[config.mk]
export PLATFORM = sky130hd
export DESIGN_NAME = ahb_slave_interface
export DESIGN_NICKNAME = d
export VERILOG_FILES = /design/src/rtl/ahb_slave_interface.sv
export SDC_FILE = /design/constraint.sdc
export NUM_CORES = 1
export LEC_CHECK = 0
export CAP_MARGIN = 40
export CORE_MARGIN = 4
export CORE_UTILIZATION = 39
export CTS_BUF_LIST = sky130_fd_sc_hd__clkbuf_4
export CTS_CLUSTER_SIZE = 25
export DETAILED_ROUTE_END_ITERATION = 7
export GPL_TIMING_DRIVEN = 0
export PLACE_DENSITY = 0.88
export SLEW_MARGIN = 15
export SYNTH_ARGS = -nofsm -noshare
export SYNTH_HDL_FRONTEND = slang
export SYNTH_SLANG_ARGS = --single-unit
[constraint.sdc]
create_clock -name Hclk -period 2.4 [get_ports Hclk]
set_input_delay 0.24 -clock Hclk [delete_from_list [all_inputs] [get_ports Hclk]]
set_output_delay 0.24 -clock Hclk [all_outputs]
set_load 0.01 [all_outputs]
[src/rtl/ahb_slave_interface.sv]
// AHB-side front end of the AHB-to-APB bridge: address decode, transfer qualification,
// two-deep address/data pipeline and the two-cycle ERROR response with a saturating counter.
module ahb_slave_interface #(
  parameter logic [31:0] SLV_BASE = 32'h8000_0000,
  parameter logic [31:0] SLV_SPAN = 32'h0400_0000,
  parameter int unsigned ERRCNT_W = 8
) (
  input  logic                Hclk,
  input  logic                Hresetn,
  input  logic                Hreadyin,
  input  logic [1:0]          Htrans,
  input  logic                Hwrite,
  input  logic [2:0]          Hsize,
  input  logic [31:0]         Haddr,
  input  logic [31:0]         Hwdata,
  input  logic [31:0]         Prdata,
  input  logic                Hreadyout_apb,
  output logic                valid,
  output logic [2:0]          tempselx,
  output logic [31:0]         Haddr1,
  output logic [31:0]         Haddr2,
  output logic [31:0]         Hwdata1,
  output logic [31:0]         Hwdata2,
  output logic                Hwritereg,
  output logic [31:0]         Hrdata,
  output logic [1:0]          Hresp,
  output logic                Hreadyout,
  output logic [ERRCNT_W-1:0] err_cnt
);

  typedef enum logic [1:0] {StOkay, StErr1, StErr2} state_e;

  // Region bounds are widened to 34 bits so a window near the top of memory cannot wrap.
  localparam logic [33:0] Bound0 = {2'b00, SLV_BASE};
  localparam logic [33:0] Bound1 = Bound0 + {2'b00, SLV_SPAN};
  localparam logic [33:0] Bound2 = Bound1 + {2'b00, SLV_SPAN};
  localparam logic [33:0] Bound3 = Bound2 + {2'b00, SLV_SPAN};

  state_e              state_q, state_d;
  logic [ERRCNT_W-1:0] err_cnt_q, err_cnt_d;
  logic [31:0]         haddr1_q, haddr2_q, hwdata1_q, hwdata2_q;
  logic                hwrite_q;
  logic [33:0]         addr_ext;
  logic                act, bad, bad_attr, in_err1;

  assign addr_ext = {2'b00, Haddr};

  always_comb begin
    tempselx = 3'b000;
    if (addr_ext >= Bound0 && addr_ext < Bound1) begin
      tempselx = 3'b001;
    end else if (addr_ext >= Bound1 && addr_ext < Bound2) begin
      tempselx = 3'b010;
    end else if (addr_ext >= Bound2 && addr_ext < Bound3) begin
      tempselx = 3'b100;
    end
  end

  assign bad_attr = (Hsize > 3'd2) ||
                    (Hsize == 3'd1 && Haddr[0]) ||
                    (Hsize == 3'd2 && Haddr[1:0] != 2'b00);
  assign act      = Hreadyin & Htrans[1];
  assign bad      = act & ((tempselx == 3'b000) | bad_attr);
  assign in_err1  = (state_q == StErr1);
  assign valid    = act & ~bad & ~in_err1;

  always_comb begin
    state_d   = state_q;
    err_cnt_d = err_cnt_q;
    unique case (state_q)
      StOkay:  state_d = bad ? StErr1 : StOkay;
      StErr1:  state_d = StErr2;
      StErr2:  state_d = bad ? StErr1 : StOkay;
      default: state_d = StOkay;
    endcase
    if (state_d == StErr1 && !in_err1 && err_cnt_q != {ERRCNT_W{1'b1}}) begin
      err_cnt_d = err_cnt_q + ERRCNT_W'(1);
    end
  end

  always_ff @(posedge Hclk or negedge Hresetn) begin
    if (!Hresetn) begin
      state_q   <= StOkay;
      err_cnt_q <= '0;
      haddr1_q  <= '0;
      haddr2_q  <= '0;
      hwdata1_q <= '0;
      hwdata2_q <= '0;
      hwrite_q  <= 1'b0;
    end else begin
      state_q   <= state_d;
      err_cnt_q <= err_cnt_d;
      haddr1_q  <= Haddr;
      haddr2_q  <= haddr1_q;
      hwdata1_q <= Hwdata;
      hwdata2_q <= hwdata1_q;
      hwrite_q  <= Hwrite;
    end
  end

  assign Haddr1    = haddr1_q;
  assign Haddr2    = haddr2_q;
  assign Hwdata1   = hwdata1_q;
  assign Hwdata2   = hwdata2_q;
  assign Hwritereg = hwrite_q;
  assign Hrdata    = Prdata;
  assign Hresp     = (state_q == StOkay) ? 2'b00 : 2'b01;
  assign Hreadyout = Hreadyout_apb & ~in_err1;
  assign err_cnt   = err_cnt_q;

endmodule

==> flow_summary_export.csv <==
group,metric,value,unit
sta,hold_ws,157.8,ps
global_route,grt_pass1_wl,16110,µm
clock_network,cts_root_buf,"clkbuf_4",
sta,period_share,0.9461,
power,internal-power,3831,µW
detailed_routing,vias,2697,
sta,timing.final.ws_setup,129.3,ps
logic_synthesis,synth-seq-area-share,0.8599,
logic_synthesis,ys_seq_elements,139,
sta,finalCriticalPeriod,2271,ps
critical_path,crit_path_start_kind,"primary input",
clock_network,cts.reportedPaths.clkPinSlew,120,ps
power,ir_drop,514.3,µV
final_layout,diodes,0,
logic_synthesis,synth-edff-count,0,
critical_path,path_class,"primary input to primary output",
placement,portBuffers,247,
placement,dp_hpwl,8670,µm
clock_network,cts_inserted_buffers,17,
detailed_routing,drcViolationCount,0,
floorplanning,io_pins,282,
critical_path,cp.arrival,2030,ps
power,switchingPower,1186,µW
power,p_comb_frac,0.157,
power,switching_share,0.2363,
detailed_routing,vias_per_cell,4.295,
final_layout,layout.nets,589,
power,seqPwrFrac,0.518,
critical_path,critPathMaxFanout,4,
floorplanning,die_w,109.8,µm
global_route,first_global_vias,2975,
logic_synthesis,syn_area,0.004045,mm²
clock_network,cts_buffer_depth,2,
global_route,overflow,0,
floorplanning,die_y,109.8,µm
power,leakage,0.003083,µW
logic_synthesis,yosysWarnings,0,
logic_synthesis,avgSynthCellArea,18.99,µm²
floorplanning,initial_core_util,0.4064,
run,cap_violations,0,
final_layout,final_area,0.007046,mm²
placement,gp_congestion,0.8188,
placement,place_ws,-401.0,ps
logic_synthesis,yosysUniqueCellTypes,30,
clock_network,cts_tree,"done",
floorplanning,core,0.009955,mm²
sta,fin_skew,18.56,ps
clock_network,h-tree-depth,4,
floorplanning,row_count,36,
clock_network,clkSinkCount,139,
sta,hold_viol_final,0,
logic_synthesis,async_reset_ff_frac,1.000,
logic_synthesis,synthCells,213,
logic_synthesis,synth_fp_nets,320,
detailed_routing,routed_wl,10790,µm
sta,slew_viol_final,0,
sta,rsz0062_at_grt,"false",
final_layout,areaGrowthSynthToFinish,74.17,%
placement,placed_cell_area,0.006713,mm²
run_status,status,"finished clean",
logic_synthesis,synth_flop_cell,"dfrtp_1",
final_layout,drive_above_1_share,0.1475,
power,clockPowerShare,0.325,
global_route,grt_max_degree,91,
global_route,grt.total_usage,0.1843,
detailed_routing,drt_iter0_drc,63,
detailed_routing,drtPass1Iterations,2,
detailed_routing,wire_per_inst,17.18,µm
worst_hold_path,hp-class,"primary input to flip-flop",
power,p_per_area,712.0,mW/mm²
global_route,antenna_found_initial,0,
sta,finalSetupViolations,0,
floorplanning,die_area,0.01207,mm²
critical_path,endpoint_kind,"primary output",
clock_network,clk-insertion-delay-late,500,ps
critical_path,critPathRequiredTime,2160,ps
detailed_routing,antenna_left,0,
sta,timing.fmax,440.4,MHz
## area by class of cell
cell class / count / area, µm²
sequential: 139 / 3478
fill: 665 / 2909
timing repair buffer: 250 / 2517
multi-input combinational: 41 / 319.1
buffer: 33 / 247.7
clock inverter: 13 / 173.9
tap: 133 / 166.4
clock buffer: 19 / 142.6
## cell usage after synthesis (2+ instances only)
| cell | instances | share of area |
|---|---|---|
| buf_4 | 33 | 0.061 |
| dfrtp_1 | 139 | 0.86 |
| nand2_1 | 2 | 0.0019 |
| nand3_1 | 2 | 0.0025 |
| nor2_1 | 2 | 0.0019 |
| nor2b_1 | 2 | 0.0031 |
| nor3_1 | 3 | 0.0037 |
| nor3b_1 | 3 | 0.0056 |
| xor2_1 | 6 | 0.013 |
## power by group through the flow
stage               Clock [µW]  Combinational (µW)  Sequential (µW)
floorplan                    0                 142             2700
global placement             0                 772             2640
detailed placement           0                 795             2650
CTS                       1670                 800             2600
global route              1790                 841             2620
finish                    1630                 786             2600
## kinds of logic (layout without fill, tap and decap cells)
kind of cell | after synthesis | after routing | synth area share
AO/OA/AOI/OAI | 5 | 5 | 0.01206
multiplexers | 2 | 2 | 0.006494
flip-flops | 139 | 139 | 0.8599
adder cells (fa/ha/maj) | 1 | 1 | 0.003093
other | 1 | 1 | 0.0009270
buffers and inverters | 33 | 315 | 0.06124
AND/OR/NAND/NOR | 26 | 26 | 0.04331
XOR/XNOR | 6 | 6 | 0.01299
## timing repair
item                                    4_1_cts  5_1_grt
resized for setup                             1        0
setup buffers                                 1        0
endpoints found under the setup margin        1        0
hold buffers                                  1        0
hold endpoints to repair                     49        0
## final timing paths
path,startpoint,end,slack (ps),cells past startpoint
min,Hwdata[12],Hwdata1[12],160,1
max in group asynchronous,Hresetn,Haddr2[9],1390,3
min in group asynchronous,Hresetn,Hwdata2[22],230,2
max reg2reg,err_cnt[0],err_cnt[1],780,5
min reg2reg,Hwdata1[5],Hwdata2[5],370,0
max,Haddr[30],tempselx[1],130,4
## critical path: stages
cell and delay (ps):
clkdlybuf4s50_1 420, or4b_4 590, nor3b_1 210, clkdlybuf4s50_1 570
## through the flow
stage	TNS (ps)	utilization	power, µW	cells
after global placement	-534630	0.6714	3408	593
after global routing	0	0.7078	5250	628
after detailed placement	-401.0	0.6743	3443	594
after CTS	0	0.7078	5077	628
final	0	0.7078	5016	628
after floorplan	0	-	2845	213
## cells in the final DEF (no fill, tap or decap), types with 2 or more instances in the layout
cell type,instances
clkdlybuf4s50_1,245
dfrtp_1,139
buf_4,34
clkbuf_4,19
xor2_1,6
bufinv_16,4
nor3_1,3
nor3b_1,3
clkinv_1,3
nor2b_1,2
nor2_1,2
nand2_1,2
nand3_1,2
clkinv_2,2
clkinvlp_4,2
## metal layers
metal	vias up	global-route usage	part of all wire
met4	0	0.07836	0.022
met2	190	0.3224	0.54
met1	1286	0.1867	0.32
li1	1203	-	-
met5	-	0	0
met3	18	0.08749	0.12
## flip-flops by register name, summed over array words and instances, names as in the netlist
signal     cells
state_q        2
Hwritereg      1
Haddr1        32
Hwdata2       32
Hwdata1       32
err_cnt        8
Haddr2        32
Power figures use the tool's default switching activity.
